--- config.mk ---
export PLATFORM = sky130hd
export DESIGN_NAME = neuron_weight_seq
export DESIGN_NICKNAME = d
export VERILOG_FILES = /design/src/rtl/nn_pkg.sv /design/src/rtl/seq_cnt.sv /design/src/rtl/neuron_weight_seq.sv
export SDC_FILE = /design/constraint.sdc
export NUM_CORES = 1
export LEC_CHECK = 0
export CORE_UTILIZATION = 42
export DETAILED_ROUTE_END_ITERATION = 8
export PLACE_DENSITY = 0.81
export SLEW_MARGIN = 40
export SYNTH_ARGS = -nofsm -noshare
export SYNTH_HDL_FRONTEND = slang
export SYNTH_SLANG_ARGS = --single-unit
--- constraint.sdc ---
create_clock -name clk -period 2.3 [get_ports clk]
set_input_delay 0.23 -clock clk [delete_from_list [all_inputs] [get_ports clk]]
set_output_delay 0.23 -clock clk [all_outputs]
set_load 0.02 [all_outputs]
--- src/rtl/nn_pkg.sv ---
// Shared definitions for the neuron weight sequencer: controller state encoding
// and the width of the layer/neuron index fields on the broadcast config bus.
package nn_pkg;

    localparam int CFG_IDX_WIDTH = 32;

    typedef enum logic [1:0] {
        IDLE  = 2'd0,
        LOAD  = 2'd1,
        RUN   = 2'd2,
        DRAIN = 2'd3
    } nn_state_e;

endpackage

--- src/rtl/seq_cnt.sv ---
// Wrapping up-counter with enable: counts 0..MAX, then wraps to 0.
// tc_o flags the terminal value MAX so the caller can act on the wrapping step.
module seq_cnt #(
    parameter int WIDTH = 10,
    parameter int MAX   = 783
) (
    input  logic             clk,
    input  logic             rst_n,
    input  logic             en_i,
    output logic [WIDTH-1:0] cnt_o,
    output logic             tc_o
);

    logic [WIDTH-1:0] cnt_q;
    logic [WIDTH-1:0] cnt_d;

    assign tc_o  = (cnt_q == WIDTH'(MAX));
    assign cnt_d = tc_o ? '0 : cnt_q + WIDTH'(1);
    assign cnt_o = cnt_q;

    always_ff @(posedge clk or negedge rst_n) begin
        if (!rst_n) begin
            cnt_q <= '0;
        end else if (en_i) begin
            cnt_q <= cnt_d;
        end
    end

endmodule

--- src/rtl/neuron_weight_seq.sv ---
// Per-neuron weight controller: loads weights from the config bus and pairs each
// input sample with its weight for the MAC. WEIGHT_PRETRAINED_EN selects ROM weights.
module neuron_weight_seq #(
    parameter int NUM_WEIGHT    = 784,
    parameter int NEURON_NUMBER = 0,
    parameter int LAYER_NUMBER  = 1,
    parameter int ADDRESS_WIDTH = 10,
    parameter int DATA_WIDTH    = 16
) (
    input  logic                     clk,
    input  logic                     rst_n,
    input  logic                     cfg_valid,
    output logic                     cfg_ready,
    input  logic [31:0]              cfg_layer,
    input  logic [31:0]              cfg_neuron,
    input  logic [DATA_WIDTH-1:0]    cfg_data,
    input  logic                     x_valid,
    output logic                     x_ready,
    input  logic [DATA_WIDTH-1:0]    x_data,
    output logic                     mem_wen,
    output logic [ADDRESS_WIDTH-1:0] mem_wadd,
    output logic [DATA_WIDTH-1:0]    mem_win,
    output logic                     mem_ren,
    output logic [ADDRESS_WIDTH-1:0] mem_radd,
    input  logic [DATA_WIDTH-1:0]    mem_rdata,
    output logic                     mac_valid,
    output logic [DATA_WIDTH-1:0]    mac_x,
    output logic [DATA_WIDTH-1:0]    mac_w,
    output logic                     mac_last,
    output logic                     loaded
);

    import nn_pkg::*;

    nn_state_e state_q;
    logic      loaded_q;

    logic hit_acc;
    logic x_acc;
    logic wcnt_tc;

    logic [ADDRESS_WIDTH-1:0] rcnt;
    logic                     rcnt_tc;

    logic                     mem_ren_q;
    logic [ADDRESS_WIDTH-1:0] mem_radd_q;
    logic [DATA_WIDTH-1:0]    x_dly_q;
    logic                     ren_last_q;
    logic                     mac_valid_q;
    logic [DATA_WIDTH-1:0]    mac_x_q;
    logic                     mac_last_q;

`ifdef WEIGHT_PRETRAINED_EN
    localparam logic LOADED_RST = 1'b1;

    wire unused_cfg = ^{cfg_valid, cfg_layer, cfg_neuron, cfg_data};

    assign cfg_ready = 1'b0;
    assign hit_acc   = 1'b0;
    assign wcnt_tc   = 1'b0;
    assign mem_wen   = 1'b0;
    assign mem_wadd  = '0;
    assign mem_win   = '0;
`else
    localparam logic LOADED_RST = 1'b0;

    logic                     cfg_hit;
    logic [ADDRESS_WIDTH-1:0] wcnt;
    logic                     mem_wen_q;
    logic [ADDRESS_WIDTH-1:0] mem_wadd_q;
    logic [DATA_WIDTH-1:0]    mem_win_q;

    assign cfg_hit = cfg_valid
                   & (cfg_layer  == CFG_IDX_WIDTH'(LAYER_NUMBER))
                   & (cfg_neuron == CFG_IDX_WIDTH'(NEURON_NUMBER));

    // A waiting input sample outranks config once weights are present.
    assign cfg_ready = (state_q == LOAD) ||
                       ((state_q == IDLE) && !(loaded_q && x_valid));
    assign hit_acc   = cfg_hit & cfg_ready;

    seq_cnt #(
        .WIDTH (ADDRESS_WIDTH),
        .MAX   (NUM_WEIGHT - 1)
    ) u_wcnt (
        .clk   (clk),
        .rst_n (rst_n),
        .en_i  (hit_acc),
        .cnt_o (wcnt),
        .tc_o  (wcnt_tc)
    );

    always_ff @(posedge clk or negedge rst_n) begin
        if (!rst_n) begin
            mem_wen_q  <= 1'b0;
            mem_wadd_q <= '0;
            mem_win_q  <= '0;
        end else begin
            mem_wen_q <= hit_acc;
            if (hit_acc) begin
                mem_wadd_q <= wcnt;
                mem_win_q  <= cfg_data;
            end
        end
    end

    assign mem_wen  = mem_wen_q;
    assign mem_wadd = mem_wadd_q;
    assign mem_win  = mem_win_q;
`endif

    assign x_ready = ((state_q == IDLE) && loaded_q) || (state_q == RUN);
    assign x_acc   = x_valid & x_ready;

    seq_cnt #(
        .WIDTH (ADDRESS_WIDTH),
        .MAX   (NUM_WEIGHT - 1)
    ) u_rcnt (
        .clk   (clk),
        .rst_n (rst_n),
        .en_i  (x_acc),
        .cnt_o (rcnt),
        .tc_o  (rcnt_tc)
    );

    // Read pipeline: accept -> mem_ren (stage 1) -> mac_valid with memory data (stage 2).
    always_ff @(posedge clk or negedge rst_n) begin
        if (!rst_n) begin
            state_q     <= IDLE;
            loaded_q    <= LOADED_RST;
            mem_ren_q   <= 1'b0;
            mem_radd_q  <= '0;
            x_dly_q     <= '0;
            ren_last_q  <= 1'b0;
            mac_valid_q <= 1'b0;
            mac_x_q     <= '0;
            mac_last_q  <= 1'b0;
        end else begin
            mem_ren_q   <= x_acc;
            ren_last_q  <= x_acc & rcnt_tc;
            mac_valid_q <= mem_ren_q;
            mac_last_q  <= mem_ren_q & ren_last_q;
            if (x_acc) begin
                mem_radd_q <= rcnt;
                x_dly_q    <= x_data;
            end
            if (mem_ren_q) begin
                mac_x_q <= x_dly_q;
            end

            case (state_q)
                IDLE: begin
                    if (x_acc) begin
                        state_q <= RUN;
                    end else if (hit_acc) begin
                        state_q  <= LOAD;
                        loaded_q <= 1'b0;
                    end
                end
                LOAD: begin
                    if (hit_acc && wcnt_tc) begin
                        state_q  <= IDLE;
                        loaded_q <= 1'b1;
                    end
                end
                RUN: begin
                    if (x_acc && rcnt_tc) begin
                        state_q <= DRAIN;
                    end
                end
                DRAIN: begin
                    state_q <= IDLE;
                end
                default: begin
                    state_q <= IDLE;
                end
            endcase
        end
    end

    assign mem_ren   = mem_ren_q;
    assign mem_radd  = mem_radd_q;
    assign mac_valid = mac_valid_q;
    assign mac_x     = mac_x_q;
    assign mac_w     = mem_rdata;
    assign mac_last  = mac_last_q;
    assign loaded    = loaded_q;

endmodule

==> out/results.ini, run 1 <==
[sta]
final-hold-violation-count = 0
timing.slew.headroom_pct = 51.56
fin_crit_sh_pct = 91.78
skew_ps = 10.84
rsz0062_at_grt = no
fmax_mhz = 473.7
worst_pin_slew_ps = 726.7
whs_ps = 388.6
fin_setup_tns_ps = 0
setup_viol = 0
min_period_ps = 2111
drv_slew = 0

[die]
die_area_um2 = 10450
start_util_pct = 43.16
core_um2 = 9774
rows = 36
ios = 191
die_x_um = 102.2
die_h_um = 102.2

[cts]
cts_max_path_buffers = 2
cts_tree = built
clk_latency_ps = 360
cts_made_buffers = 9
cts_setup_buffers = 0
clkTransAtPathRegs_ps = 100
cts.sinks = 96
root_buffer = clkbuf_8
htree_levels = 3

[setup_path]
path_max_fanout = 10
path_class = in2reg
max_stage_delay_ps = 480
cp_data_arrival_time_ps = 2340
start_kind = input pin
reg2reg_depth = 5
required_ps = 2530
rr_startpoint = u_rcnt.cnt_o[5]
r2r_slack_ps = 360
r2r_end = state_q[0]
path_cells = clkdlybuf4s50_1, nor4_1, nand3_1, nor3_4, and2_1, buf_4, mux2_1
cp-end-kind = register
slowest_stage = nor4_1

[yosys]
synth_top_area_share_pct = 56.94
synth_ff_type = dfrtp_1
netlist_instances = 382
syn_avg_cell_area_um2 = 11.04
async_reset_ff_share_pct = 100.0
seq_area_frac_synth_pct = 56.94
synth_edf_count = 0
synth_nets = 500
yosys-top-cells-count = 96 x dfrtp_1, 94 x nand2_1, 27 x mux2_2, 20 x nor4_1
synthTopCellsByArea = dfrtp_1 57%, nand2_1 8.4%, mux2_2 7.2%, mux2_1 4.3%, nor4_1 3.0%
yosysUniqueCellTypes = 42
netlist_area_um2 = 4219
ys_warn_count = 0
synth_top_area_cell = dfrtp_1
synth-seq-cells = 96
synth.most_common_cell = dfrtp_1

[grt]
antenna_found_initial = 0
grt_max_degree = 58
grt_pass1_vias = 3537
grt_pass1_wl_um = 16320
globalRouteTotalUtil_pct = 20.26
grt-ovfl-total = 0

[min_path]
hold_path.class = in2reg
whs_endpoint = x_dly_q[5]
min_from = x_data[5]
holdPathStages = 3

[pwr]
total_leakage_power_nw = 2.879
powerDensity_nw_per_um2 = 527.4
peakVddDrop_v = 0.0003090

[cells_and_area]
layout.area.seq_um2 = 2402
fill_cells = 796
fin_cells = 673
drive_above_1_share_pct = 11.85
final_util_pct = 62.75
final_nets = 653
antennaDiodeCount = 0
multiInputGateArea_um2 = 1615
area_growth_syn_to_layout_pct = 45.37

[route]
drt_wl_total_um = 9925
via_per_inst = 5.131
wl_per_cell_um = 14.75
drtPass1Iterations = 4
num_vias = 3453
drc_errors = 0
drtIter0Drc = 129
ant_nets = 0

[place]
port-buffer-count = 158
globalplace.congestion = 0.8991
dpl.hpwl_um = 7528
placed_cells = 656

[run_status]
status = finished, final reports clean

[job]
cap_violations = 0

layout make-up:
cell class	count	area share, %
multi-input combinational	253	26.34
tap	133	2.713
sequential	96	39.17
clock buffer	10	2.081
inverter	4	0.2448
clock inverter	6	1.877
timing repair buffer	171	27.58
kinds of logic after synthesis:
kind of cell	synth area share, %
adders and majority gates	0.5930
AOI/OAI and AO/OA	3.767
muxes	11.71
xor gates and xnor gates	1.661
DFF	56.94
and+or+nand+nor	20.55
buffers and inverters	4.775
repair_timing:
item	CTS	global route
hold buffers	1	0
setup endpoints to repair	0	0
hold endpoints to repair	55	0
resized for setup	0	0
report_power, final:
group,switching [W],total (W),internal [W]
clock network,0.000588,0.00132,0.000731
logic,0.0000713,0.000230,0.000158
registers,0,0.00169,0.00169
stage by stage:
step                power, W  area (µm²)  setup WS (ps)
floorplan           0.001771        4219          407.5
global placement    0.001945        5881         -146.1
detailed placement  0.001951        5881         -186.1
CTS                 0.003272        6133          195.0
global route        0.003358        6133          103.3
finish              0.003235        6133          188.9
how the worst max path moves through the flow:
stage	from	endpoint	slack (ps)	cells after the start
detailed placement	cfg_neuron[5]	mem_win[3]	-190	7
CTS	cfg_neuron[5]	mem_win[12]	190	7
global placement	cfg_neuron[5]	mem_win[10]	-150	7
global route	cfg_neuron[5]	mem_win[8]	100	7
finish	cfg_neuron[5]	mem_win[0]	190	7
floorplan	loaded	mem_win[0]	410	7
cells in the final DEF (no fill, tap or decap), drive strengths merged, types with 2 or more instances in the layout:
cell type,synthesis,routed
clkdlybuf4s50,0,157
dfrtp,96,96
nand2,95,95
mux2,43,43
nor4,20,20
buf,20,13
nand3,11,11
nand4,10,10
nor2,10,10
clkbuf,9,10
and3,7,7
o21ai,6,6
a31oi,6,6
nor3,6,6
xnor2,5,5
inv,3,5
nor4b,4,4
a21oi,4,4
and2,3,3
xor2,3,3
bufinv,0,3
o21ba,2,2
and4,2,2
and4b,2,2
ha,2,2
routing by layer:
metal	global-route usage, %	share of wire, %	vias to the layer above
met5	0	0	-
li1	-	-	1630
met3	4.788	6.8	29
met1	23.31	41	1660
met2	35.73	50	134
met4	9.341	2.8	0
worst max-delay path, delay by kind of cell:
family                 cells  cell delay (ps)
AND/OR/NAND/NOR            4             1190
buffers and inverters      2              590
multiplexers               1              340
registers in the layout (all words and copies together), names as in the netlist, 2 cells and up:
signal        count
mem_wadd         10
mem_win          16
mem_radd         10
x_dly_q          16
mac_x            16
u_wcnt.cnt_o     10
u_rcnt.cnt_o     10
state_q           2
Note: power is estimated with default switching activity, not from simulation.
==> run 2: changes to the inputs <==
--- a/config.mk
+++ b/config.mk
@@ -5,9 +5,12 @@
 export SDC_FILE = /design/constraint.sdc
 export NUM_CORES = 1
 export LEC_CHECK = 0
+export CORE_MARGIN = 10
 export CORE_UTILIZATION = 42
+export CTS_CLUSTER_SIZE = 8
 export DETAILED_ROUTE_END_ITERATION = 8
 export PLACE_DENSITY = 0.81
+export SKIP_LAST_GASP = 1
 export SLEW_MARGIN = 40
 export SYNTH_ARGS = -nofsm -noshare
 export SYNTH_HDL_FRONTEND = slang
==> out/results.ini, run 2 (same netlist as run 1, synthesis figures left out) <==
[route]
drt_wl_total_um = 11410  ; was 9925 µm
ant_nets = 0  ; unchanged
num_vias = 3422  ; was 3453
wl_per_cell_um = 17.03  ; was 14.75 µm
drc_errors = 0  ; unchanged
drtPass1Iterations = 4  ; unchanged
via_per_inst = 5.107  ; was 5.131
drtIter0Drc = 188  ; was 129

[pwr]
clkPwrFrac_pct = 35.3  ; was 40.8%
switchingPower_w = 0.0007009  ; was 0.0006593 W
power_frac_comb_pct = 7.7  ; was 7.1%
sw_frac_of_total_pct = 23.67  ; was 20.38%
pwr-share-seq_pct = 57.0  ; was 52.1%
powerDensity_nw_per_um2 = 488.0  ; was 527.4 nW/µm²
peakVddDrop_v = 0.0003697  ; was 0.0003090 V
total_leakage_power_nw = 2.841  ; was 2.879 nW
p_int_w = 0.002260  ; was 0.002575 W

[place]
port-buffer-count = 158  ; unchanged
dpl.hpwl_um = 9001  ; was 7528 µm
globalplace.congestion = 0.8372  ; was 0.8991

[run_status]
status = finished, final reports clean  ; unchanged

[sta]
fin_setup_tns_ps = 0  ; unchanged
timing.slew.headroom_pct = 64.67  ; was 51.56%
drv_slew = 0  ; unchanged
min_period_ps = 1952  ; was 2111 ps
fin_crit_sh_pct = 84.89  ; was 91.78%
worst_pin_slew_ps = 529.9  ; was 726.7 ps
setup_viol = 0  ; unchanged
fmax_mhz = 512.2  ; was 473.7 MHz
final-hold-violation-count = 0  ; unchanged
whs_ps = 382.7  ; was 388.6 ps
rsz0062_at_grt = no  ; unchanged
skew_ps = 8.174  ; was 10.84 ps

[setup_path]
start_kind = register  ; was input pin
cp-end-kind = output pin  ; was register
slowest_stage = clkdlybuf4s50_1  ; was nor4_1
max_stage_delay_ps = 630  ; was 480 ps
path_max_fanout = 6  ; was 10
required_ps = 2070  ; was 2530 ps
path_cells = o21ba_2, clkdlybuf4s50_1  ; was clkdlybuf4s50_1, nor4_1, nand3_1, nor3_4, and2_1, buf_4, mux2_1
path_class = reg2out  ; was in2reg
cpLargestDelayFamily = buffers and inverters  ; was simple AND/OR/NAND/NOR gates
r2r_slack_ps = 410  ; was 360 ps
cp.buffers_inverters = 1  ; was 2
cp_data_arrival_time_ps = 1720  ; was 2340 ps

[cts]
htree_levels = 3  ; unchanged
cts.sinks = 96  ; unchanged
clkTransAtPathRegs_ps = 100  ; about the same
cts_resized = 0  ; unchanged
cts_setup_buffers = 0  ; unchanged
clk_latency_ps = 360  ; about the same
cts_tree = built  ; unchanged
root_buffer = clkbuf_8  ; unchanged
cts_hold_buf = 1  ; unchanged
cts_made_buffers = 9  ; unchanged
cts_max_path_buffers = 2  ; unchanged

[die]
core_um2 = 9774  ; unchanged
ios = 191  ; unchanged
die_x_um = 120.2  ; was 102.2 µm
start_util_pct = 43.16  ; unchanged
die_h_um = 120.2  ; was 102.2 µm
rows = 36  ; unchanged
die_area_um2 = 14450  ; was 10450 µm²

[grt]
grt_pass1_vias = 3722  ; was 3537
grt_max_degree = 57  ; was 58
grt-ovfl-total = 0  ; unchanged
grt_pass1_wl_um = 18320  ; was 16320 µm
antenna_found_initial = 0  ; unchanged
globalRouteTotalUtil_pct = 15.48  ; was 20.26%

[cells_and_area]
area_growth_syn_to_layout_pct = 43.80  ; was 45.37%
drive_above_1_share_pct = 11.55  ; was 11.85%
antennaDiodeCount = 0  ; unchanged
mostFrequentLayoutCell = clkdlybuf4s50_1  ; unchanged
final_nets = 650  ; was 653
final_cell_mix = 157 x clkdlybuf4s50_1, 96 x dfrtp_1, 94 x nand2_1  ; unchanged

[min_path]
hold_path.class = in2reg  ; unchanged

[job]
cap_violations = 0  ; unchanged

[run 2: cell count changes in the layout (fill, tap and decap cells not counted)]
cell | before | now
clkinv_4 | 0 | 2
clkbuf_1 | 1 | 0
inv_6 | 2 | 3
bufinv_16 | 3 | 0
inv_8 | 0 | 1
buf_4 | 12 | 8
buf_12 | 1 | 2
[run 2: path summary, 6_finish.rpt]
| path | from | to | cells past startpoint |
|---|---|---|---|
| worst min register to register | ren_last_q | mac_last | 1 |
| worst min-delay path | x_data[1] | x_dly_q[1] | 3 |
| max in group asynchronous | rst_n | mac_x[4] | 3 |
| worst max register to register | loaded | mem_wadd[2] | 6 |
| worst max-delay path | state_q[0] | x_ready | 2 |
| min in group asynchronous | rst_n | state_q[0] | 2 |
[run 2: metrics by stage]
step           utilization (%)  total power, W  instance area, µm²  setup WS [ps]  cells
2_1_floorplan                -        0.001771                4219          407.5    382
3_3_place_gp             60.06        0.001943                5871          43.60    653
3_5_place_dp             60.06        0.001949                5871          1.882    653
4_1_cts                  62.07        0.002983                6067          344.7    670
5_1_grt                  62.07        0.003067                6067          253.8    670
6_report                 62.07        0.002961                6067          347.6    670
[run 2: power by group through the flow]
stage                     clock, W  sequential, W  combinational, W
after detailed placement         0        0.00172          0.000229
final                      0.00105        0.00169          0.000228
after global routing       0.00114        0.00169          0.000244
after global placement           0        0.00172          0.000223
after floorplan                  0        0.00172         0.0000504
after CTS                  0.00107        0.00169          0.000232
[run 2: layout make-up]
type / count / area, µm²
clock buffer: 9 / 123.9
clock inverter: 7 / 62.56
fill: 810 / 3707
inverter: 4 / 15.01
multi-input combinational: 253 / 1615
sequential: 96 / 2402
tap: 133 / 166.4
timing repair buffer: 168 / 1682
[run 2: per-layer routing]
metal  track usage (%)  vias up  routed length (µm)
met1             16.47     1654                4369
met3             6.282       22                1078
met4             5.807        0                 206
met5                 0        -                   0
met2             27.03      121                5757
li1                  -     1625                   -
[run 2: tightest hold or removal path, delay by kind of cell]
| family | cells | cell delay (ps) |
|---|---|---|
| buffers and inverters | 1 | 390 |
| and+or+nand+nor | 2 | 100 |
